===== src/rtl/jpeg_pkg.sv =====
// rtl/jpeg_pkg.sv - shared constants and types for the JPEG bitstream packer
package jpeg_pkg;
  localparam int ACC_W  = 32;
  localparam int CODE_W = 16;
  localparam int LEN_W  = 5;
  localparam int FILL_W = 6;

  localparam logic [7:0] JPEG_MARKER_BYTE = 8'hFF;
  localparam logic [7:0] JPEG_STUFF_BYTE  = 8'h00;

  typedef enum logic [1:0] {RUN, PAD, DRAIN, DONE} pack_state_t;

  function automatic logic [FILL_W-1:0] ceil8(input logic [FILL_W-1:0] f);
    return (f + FILL_W'(7)) & ~FILL_W'(7);
  endfunction
endpackage


===== src/rtl/jpeg_byte_stuffer.sv =====
// rtl/jpeg_byte_stuffer.sv - output byte register with 0xFF->0xFF 0x00 stuffing
module jpeg_byte_stuffer
  import jpeg_pkg::*;
(
  input  logic       clock,
  input  logic       reset_n,
  input  logic [7:0] top_byte,
  input  logic       byte_avail,
  input  logic       out_ready,
  output logic       pop,
  output logic       out_valid,
  output logic [7:0] out_byte,
  output logic       stuff_pending
);
  logic       load_en;
  logic       out_valid_d, out_valid_q;
  logic [7:0] out_byte_d, out_byte_q;
  logic       stuff_d, stuff_q;

  always_comb begin
    load_en     = !out_valid_q || out_ready;
    pop         = 1'b0;
    out_valid_d = out_valid_q;
    out_byte_d  = out_byte_q;
    stuff_d     = stuff_q;
    if (load_en) begin
      // A pending stuff byte always beats fresh accumulator data.
      if (stuff_q) begin
        out_byte_d  = JPEG_STUFF_BYTE;
        out_valid_d = 1'b1;
        stuff_d     = 1'b0;
      end else if (byte_avail) begin
        pop         = 1'b1;
        out_byte_d  = top_byte;
        out_valid_d = 1'b1;
        stuff_d     = (top_byte == JPEG_MARKER_BYTE);
      end else begin
        out_valid_d = 1'b0;
      end
    end
  end

  always_ff @(posedge clock or negedge reset_n) begin
    if (!reset_n) begin
      out_valid_q <= 1'b0;
      out_byte_q  <= 8'h00;
      stuff_q     <= 1'b0;
    end else begin
      out_valid_q <= out_valid_d;
      out_byte_q  <= out_byte_d;
      stuff_q     <= stuff_d;
    end
  end

  assign out_valid     = out_valid_q;
  assign out_byte      = out_byte_q;
  assign stuff_pending = stuff_q;
endmodule


===== src/rtl/jpeg_bitstream_packer.sv =====
// rtl/jpeg_bitstream_packer.sv - packs Huffman codes MSB-first into a stuffed byte stream
module jpeg_bitstream_packer
  import jpeg_pkg::*;
(
  input  logic              clock,
  input  logic              reset_n,
  input  logic              in_valid,
  output logic              in_ready,
  input  logic [CODE_W-1:0] in_code,
  input  logic [LEN_W-1:0]  in_len,
  input  logic              flush,
  output logic              out_valid,
  input  logic              out_ready,
  output logic [7:0]        out_byte,
  output logic              flush_done,
  output logic              busy
);
  logic [ACC_W-1:0]  acc_d, acc_q, acc_pop, pad_mask;
  logic [FILL_W-1:0] fill_d, fill_q, fill_pop, fill_up, shift;
  logic [CODE_W-1:0] masked;
  pack_state_t       state_d, state_q;
  logic              flush_done_d, flush_done_q;
  logic              pop, push, stuff_pending;

  jpeg_byte_stuffer u_stuffer (
    .clock         (clock),
    .reset_n       (reset_n),
    .top_byte      (acc_q[ACC_W-1 -: 8]),
    .byte_avail    (fill_q >= FILL_W'(8)),
    .out_ready     (out_ready),
    .pop           (pop),
    .out_valid     (out_valid),
    .out_byte      (out_byte),
    .stuff_pending (stuff_pending)
  );

  always_comb begin
    in_ready = (state_q == RUN) && (fill_q <= FILL_W'(16));
    push     = in_valid && in_ready && (in_len != '0);
    acc_pop  = pop ? (acc_q << 8) : acc_q;
    fill_pop = pop ? (fill_q - FILL_W'(8)) : fill_q;
    masked   = in_code & ~({CODE_W{1'b1}} << in_len);
    // New code lands directly below the bits still held after this cycle's pop.
    shift    = FILL_W'(ACC_W) - fill_pop - {1'b0, in_len};
    fill_up  = ceil8(fill_pop);
    pad_mask = ({ACC_W{1'b1}} >> fill_pop) & ~({ACC_W{1'b1}} >> fill_up);

    acc_d   = acc_pop;
    fill_d  = fill_pop;
    state_d = state_q;
    case (state_q)
      RUN: begin
        if (push) begin
          acc_d  = acc_pop | ({{(ACC_W-CODE_W){1'b0}}, masked} << shift);
          fill_d = fill_pop + {1'b0, in_len};
        end
        if (flush) state_d = PAD;
      end
      PAD: begin
        acc_d   = acc_pop | pad_mask;
        fill_d  = fill_up;
        state_d = DRAIN;
      end
      DRAIN: begin
        if (fill_q == '0 && !stuff_pending && (!out_valid || out_ready))
          state_d = DONE;
      end
      DONE: state_d = RUN;
    endcase
    flush_done_d = (state_d == DONE);
  end

  always_ff @(posedge clock or negedge reset_n) begin
    if (!reset_n) begin
      acc_q        <= '0;
      fill_q       <= '0;
      state_q      <= RUN;
      flush_done_q <= 1'b0;
    end else begin
      acc_q        <= acc_d;
      fill_q       <= fill_d;
      state_q      <= state_d;
      flush_done_q <= flush_done_d;
    end
  end

  assign flush_done = flush_done_q;
  assign busy       = (fill_q != '0) || stuff_pending || out_valid || (state_q != RUN);
endmodule

===== config.mk =====
export PLATFORM = sky130hd
export DESIGN_NAME = jpeg_bitstream_packer
export DESIGN_NICKNAME = d
export VERILOG_FILES = /design/src/rtl/jpeg_pkg.sv /design/src/rtl/jpeg_byte_stuffer.sv /design/src/rtl/jpeg_bitstream_packer.sv
export SDC_FILE = /design/constraint.sdc
export NUM_CORES = 1
export LEC_CHECK = 0
export ABC_AREA = 0
export BUFFER_PORTS_ARGS = -buffer_cell sky130_fd_sc_hd__buf_4
export CORE_MARGIN = 4
export CORE_UTILIZATION = 61
export CTS_BUF_LIST = sky130_fd_sc_hd__clkbuf_8
export DETAILED_ROUTE_END_ITERATION = 10
export PLACE_DENSITY = 0.85
export SYNTH_ARGS = -nofsm -noshare
export SYNTH_HDL_FRONTEND = slang
export SYNTH_HIERARCHICAL = 1
export SYNTH_SLANG_ARGS = --single-unit

===== constraint.sdc =====
create_clock -name clock -period 7 [get_ports clock]
set_input_delay 1.05 -clock clock [delete_from_list [all_inputs] [get_ports clock]]
set_output_delay 1.05 -clock clock [all_outputs]
set_load 0.005 [all_outputs]

==> results of run 1 <==
[logic make-up (layout without fill, tap and decap cells)]
kind of cell | count (synthesis) | after routing | share of synthesized area
and+or+nand+nor | 184 | 184 | 0.203
muxes | 27 | 27 | 0.0587
AOI/OAI and AO/OA | 202 | 202 | 0.309
xor gates and xnor gates | 12 | 12 | 0.0251
adders and majority gates | 22 | 22 | 0.0624
buffers and inverters | 83 | 85 | 0.0749
DFF | 51 | 51 | 0.267
[cell usage in the layout (no fill, tap or decap), types with 9 or more instances in the layout]
cell      instances
and2_1           13
o21ai_1           9
inv_1            32
ha_1             19
mux2i_1          19
nor3_1           21
nand3_1          25
nor2_1           33
o221ai_1         12
o21ai_0          48
a221o_1           9
a21oi_1          14
buf_4            43
a31oi_1          12
dfrtp_1          51
nand2_1          39
a211oi_1         10
[worst max-delay path, cell delays in order, from the launching register on]
cell and delay, ps:
dfrtp_1 510, or2_2 380, nor2_1 310, a21o_1 440, nand2_4 90, nor2_2 90, buf_4 370, clkinv_1 530
mux2i_1 490, inv_1 300, ha_1 400, ha_1 350, o21a_1 140, nor3_1 310, nand4bb_1 660, nor2_1 160
a221o_1 360
[registers in the layout, indices dropped and copies added, names as in the netlist]
signal / flops
u_stuffer/out_valid: 1
u_stuffer/stuff_pending: 1
u_stuffer/out_byte: 8
fill_q: 6
state_q: 2
flush_done: 1
acc_q: 32
[cell type report]
cell class | count | area (um2)
clock buffers | 6 | 82.6
clock inverters | 2 | 38.8
fillers | 658 | 2550
inverters | 34 | 128
multi-input cells | 447 | 3160
flip-flops and latches | 51 | 1280
well taps | 102 | 128
repair buffers | 43 | 323
[final timing paths]
check,startpoint,end,depth (start not counted)
worst max-delay path,fill_q[1],acc_q[2],16
min in group asynchronous,reset_n,state_q[1],1
worst max register to register,fill_q[1],acc_q[2],16
worst min-delay path,u_stuffer/out_byte[5],u_stuffer/out_byte[5],2
max in group asynchronous,reset_n,acc_q[24],1
worst min register to register,u_stuffer/out_byte[5],u_stuffer/out_byte[5],2
[layer usage]
layer,global-route usage,share of wire
met5,0,0
met4,0.161,0.043
met3,0.0496,0.10
met2,0.499,0.46
met1,0.414,0.39
[metrics by stage]
| step | hold slack [ps] | utilization | worst slack [ps] | instance area [um2] |
|---|---|---|---|---|
| 5_1_grt | 545 | 0.668 | 529 | 5130 |
| 6_report | 511 | 0.668 | 976 | 5130 |
| 2_1_floorplan | 461 | - | 2570 | 4780 |
| 3_5_place_dp | 489 | 0.652 | 1170 | 5010 |
| 4_1_cts | 511 | 0.668 | 1150 | 5130 |
| 3_3_place_gp | 483 | 0.652 | 1390 | 5010 |
==> summary.md, run 1 <==
| Metric | Value |
|---|---|
| Cts hold-fix bufs | 0 |
| Crit path capture type | register |
| Top Ports | 38 |
| DR DRC count | 0 |
| Clk pin slew, worst setup/hold paths | roughly 100 ps |
| Final Setup Violations | 0 |
| TritonCTS clock tree | yes |
| Starting Density | 0.621 |
| Post-Syn Instances | between 500 and 600 |
| Clock period minus final worst setup slack | between 6000 and 7000 ps |
| Hold crit path type | reg -> reg |
| First DRT Iteration DRCs | around 570 |
| Initial antenna violation count | 0 |
| R2R setup slack | roughly 980 ps |
| Core area | approximately 7700 um2 |
| CTS buffer count | 5 |
| Synth top area cells | dfrtp_1 27%, o21ai_0 5.0%, ha_1 5.0%, mux2i_1 4.0%, nand2_1 3.1% |
| Die width | 96.5 um |
| Synthesis-to-finish area growth | 7.47% |
| Clock root buffer | clkbuf_8 |
| Critical path data required time | approximately 7200 ps |
| Setup TNS | 0 ps |
| Largest net degree at the start of global routing | between 50 and 60 |
| CP max FO | 37 |
| Clock Latency Late Sink | around 320 ps |
| Initial DRT Pass Iterations | 5 |
| Primary FF master, synth | dfrtp_1 |
| Unrepaired setup endpoints after global routing | no |
| Maxcap violations | 0 |
| Final wirelength | about 14 mm |
| Most numerous cell in the Yosys netlist | dfrtp_1 |
| Syn nets | around 630 |
| Num rows | 32 |
| Ant diodes | 0 |
| Finished Layout Cells | about 700 |
| Post-synth top cells | 51 x dfrtp_1, 48 x o21ai_0, 39 x nand2_1, 34 x nor2_1, 32 x inv_1 |
| CTS resizes | 0 |
| Clock sink count | 51 |
| Via Count | 4,908 |
| Yosys warnings | 6 |
| Period utilisation layout | 0.861 |
| GRT Total Usage | 0.314 |
| Register area share after synthesis | 0.267 |
| Nets | 630 |
| Post-synthesis instance area | about 4800 um2 |
| Htree depth | 2 |
| Crit start category | register |
| Final ANT Viol Nets | 0 |
| Worst-margin pin slew | around 1100 ps |
| Setup bufs post-CTS | 0 |
| Port Buf Inserts | 37 |
| Unique masters post-synth | 84 |
| Ys async rst share | 1.00 |
| Worst Setup Path Type | reg -> reg |
| DR WL/cell | around 21 um |
| Synth area leader | dfrtp_1 |
| Vias/cell | 7.16 |
| Detailed placer's ending HPWL | between 10 and 15 mm |
| FF+latch count, synth | 51 |
| Worst Path Arrival | 6230 ps |
| DIE AREA | 9310 um2 |
| Status | finished, final reports clean |
| Post-synth EDFFs | 0 |
| Hold Fails Final Rpt | 0 |
| Relative slew margins | 0.239 |
| Share of post-route cells with drive strength above 1 | 0.136 |
| Placed cell count | slightly below 700 |
| Gr ovfl total | 0 |
| F_max | between 150 and 200 MHz |
| Area share of the largest cell type after synthesis | 0.267 |
| Vias in the first global route | 4,431 |
| Die Span Y | 96.5 um |
| First-pass GRT wire length | 22.7 mm |
| Placer Congestion | 1.01 |
| Post-synthesis average cell area | around 8.2 um2 |
| Worst Skew | 4.20 ps |
| Deepest clock path buffer count | 2 |
| Max-slew violation count | 0 |
Power of run 1 is not shown: default switching activity piles up to over one toggle a cycle in this logic, so the estimate is an artifact.
==> inputs of run 2 (changes only) <==
Settings changed: CORE_UTILIZATION 61 to 35, PLACE_DENSITY 0.85 to 0.55.
==> summary.md, run 2 (synthesized netlist as in run 1, its figures left out) <==
| Metric | Value |
|---|---|
| Share of post-route cells with drive strength above 1 | 0.140 (+0.00443) |
| Clock Latency Late Sink | 320 ps (about the same) |
| TritonCTS clock tree | yes |
| Power, Total | about 0.0031 W |
| Synthesis-to-finish area growth | 9.33% |
| Hold Fails Final Rpt | 0 (unchanged) |
| Worst setup margin | 1320 ps (+342 ps) |
| Busiest grt layer | met2 |
| Largest register by flop count | acc_q |
| CP Launch Point | fill_q[1] |
| R2R setup slack | 1320 ps (+340 ps) |
| Port Buf Inserts | 37 (unchanged) |
| Htree depth | 2 (unchanged) |
| Setup TNS | 0 ps (unchanged) |
| Period utilisation layout | 0.812 (-0.0488) |
| Deepest clock path buffer count | 2 (unchanged) |
| Dpl ws | 1440 ps (+268 ps) |
| F_max | 176 MHz (+6.0%) |
| Worst Skew | 12.9 ps (+8.67 ps) |
| First-pass GRT wire length | 25.7 mm (+14%) |
| Unrepaired setup endpoints after global routing | no |
| Max-slew violation count | 0 (unchanged) |
| Initial DRT Pass Iterations | 5 (unchanged) |
| Critical path data required time | 7180 ps (-20 ps) |
| Starting Density | 0.359 (-0.262) |
| Clk pin slew, worst setup/hold paths | 100 ps (about the same) |
| Maxcap violations | 0 (unchanged) |
| Detailed placer's ending HPWL | 12.5 mm (+18%) |
| Final Setup Violations | 0 (unchanged) |
| Largest net degree at the start of global routing | 52 (-3.7%) |
| GRT Total Usage | 0.206 (-0.108) |
| Gr ovfl total | 0 (unchanged) |
| Post-DP Area | 5130 um2 (+2.4%) |
| Initial antenna violation count | 0 (unchanged) |
| M3 GR Usage | 0.0253 (-0.0243) |
| Final ANT Viol Nets | 0 (unchanged) |
| Worst r2r path cells | 15 (-1) |
| Vias in the first global route | 4,378 (-1.2%) |
| Met1 GRT Util | 0.286 (-0.128) |
| Final wirelength | 16.2 mm (+13%) |
| First DRT Iteration DRCs | 495 (-13%) |
| FF-to-FF Start | fill_q[1] |
| Commonest non-fill, non-tap cell in the layout | dfrtp_1 |
| Core area | 13,300 um2 (+73%) |
| CTS resizes | 0 (unchanged) |
| CTS buffer count | 5 (unchanged) |
| Placer Congestion | 0.917 (-9.1%) |
| Worst R2R End | acc_q[1] |
| CP max FO | 36 (-2.7%) |
| Die width | 125 um (+29%) |
| Clock period minus final worst setup slack | 5680 ps (-342 ps) |
| Pwr/cell area | between 500 and 600 nW/um2 |
| Worst Setup Path Type | reg -> reg |
| Cts hold-fix bufs | 0 (unchanged) |
| Crit path capture type | register |
| DR DRC count | 0 (unchanged) |
| Vias/cell | 6.13 (-14%) |
| Via Count | 4,670 (-4.8%) |
| Worst Path Arrival | 5870 ps (-360 ps) |
| LEAKAGE | ~2.1 nW |
| Hold Path Stages | 2 (unchanged) |
| Status | finished, final reports clean |
| Ant diodes | 0 (unchanged) |
| Max FFs per register | 32 (unchanged) |
| Fillers | 1,365 (+110%) |
| Worst VDD drop | 243 uV |
| Worst-margin pin slew | 1130 ps (-7.50 ps) |
| Top Ports | 38 (unchanged) |
| Final Cell Area | 5220 um2 (+1.7%) |
| Clock root buffer | clkbuf_8 |
| DIE AREA | 15,600 um2 (+67%) |
| Relative slew margins | 0.244 (+0.00419) |
| Hold crit path type | reg -> reg |
| Setup bufs post-CTS | 0 (unchanged) |
| Worst Hold End | acc_q[7] |
| Crit start category | register |
| Clock sink count | 51 (unchanged) |
| Most frequent cells in the layout | 51 x dfrtp_1, 48 x o21ai_0, 47 x buf_4 |
| Hold path startpoint | acc_q[7] |
| Nets | 634 (+0.63%) |
| Num rows | 42 (+31%) |
| Routing usage on met2 | 0.341 (-0.158) |
| Die Span Y | 125 um (+29%) |
| DR WL/cell | 21.3 um (+1.1%) |
## run 2: changes by cell type in the layout (fill, tap and decap cells not counted)
cell,change
buf_4,+4
bufinv_16,-1
clkinv_2,+1
inv_6,-1
## run 2: stage by stage
step | utilization | cells | hold WS (ps)
global route | 0.393 | 762 | 526
global placement | 0.386 | 755 | 489
floorplan | - | 581 | 461
CTS | 0.393 | 762 | 512
finish | 0.393 | 762 | 508
detailed placement | 0.386 | 755 | 488
## run 2: worst max-delay path by stage
stage                     slack, ps         to  cells past startpoint
after global placement         1610   acc_q[1]                     15
after detailed placement       1440   acc_q[1]                     15
after CTS                      1380   acc_q[1]                     15
after global routing            890  acc_q[22]                     16
after floorplan                2570  acc_q[20]                     20
final                          1320   acc_q[1]                     15
## run 2: final cells by class
class	count	area [um2]	area share
multi-input combinational	447	3160	0.605
clock inverter	1	5.00	0.000959
timing repair buffer	47	353	0.0676
sequential	51	1280	0.244
clock buffer	6	82.6	0.0158
inverter	34	128	0.0244
tap	176	220	0.0422
## run 2: report_power, final
group,switching (W),internal (W)
clock,0.000103,0.0000780
combinational,0.00150,0.000862
sequential,0.000110,0.000418
total,0.00171,0.00136
## run 2: worst max-delay path: stages, from the launching register on
cell       delay, ps
dfrtp_1          510
or2_2            360
nor2_1           370
a21o_1           460
nand2_4           80
nor2_2           130
buf_4            380
clkinv_1         170
mux2i_1          340
inv_1            280
ha_1             390
ha_1             340
o21a_1           130
o21ai_0          250
nand4bb_1        730
o311ai_0         600
## run 2: metal layers
layer	up-vias	wire length, um	part of all wire
met1	2256	7350	0.45
met3	24	762	0.047
met5	-	0	0
li1	2207	-	-
met2	183	7810	0.48
met4	0	324	0.020
Note: power is estimated with default switching activity, not from simulation.
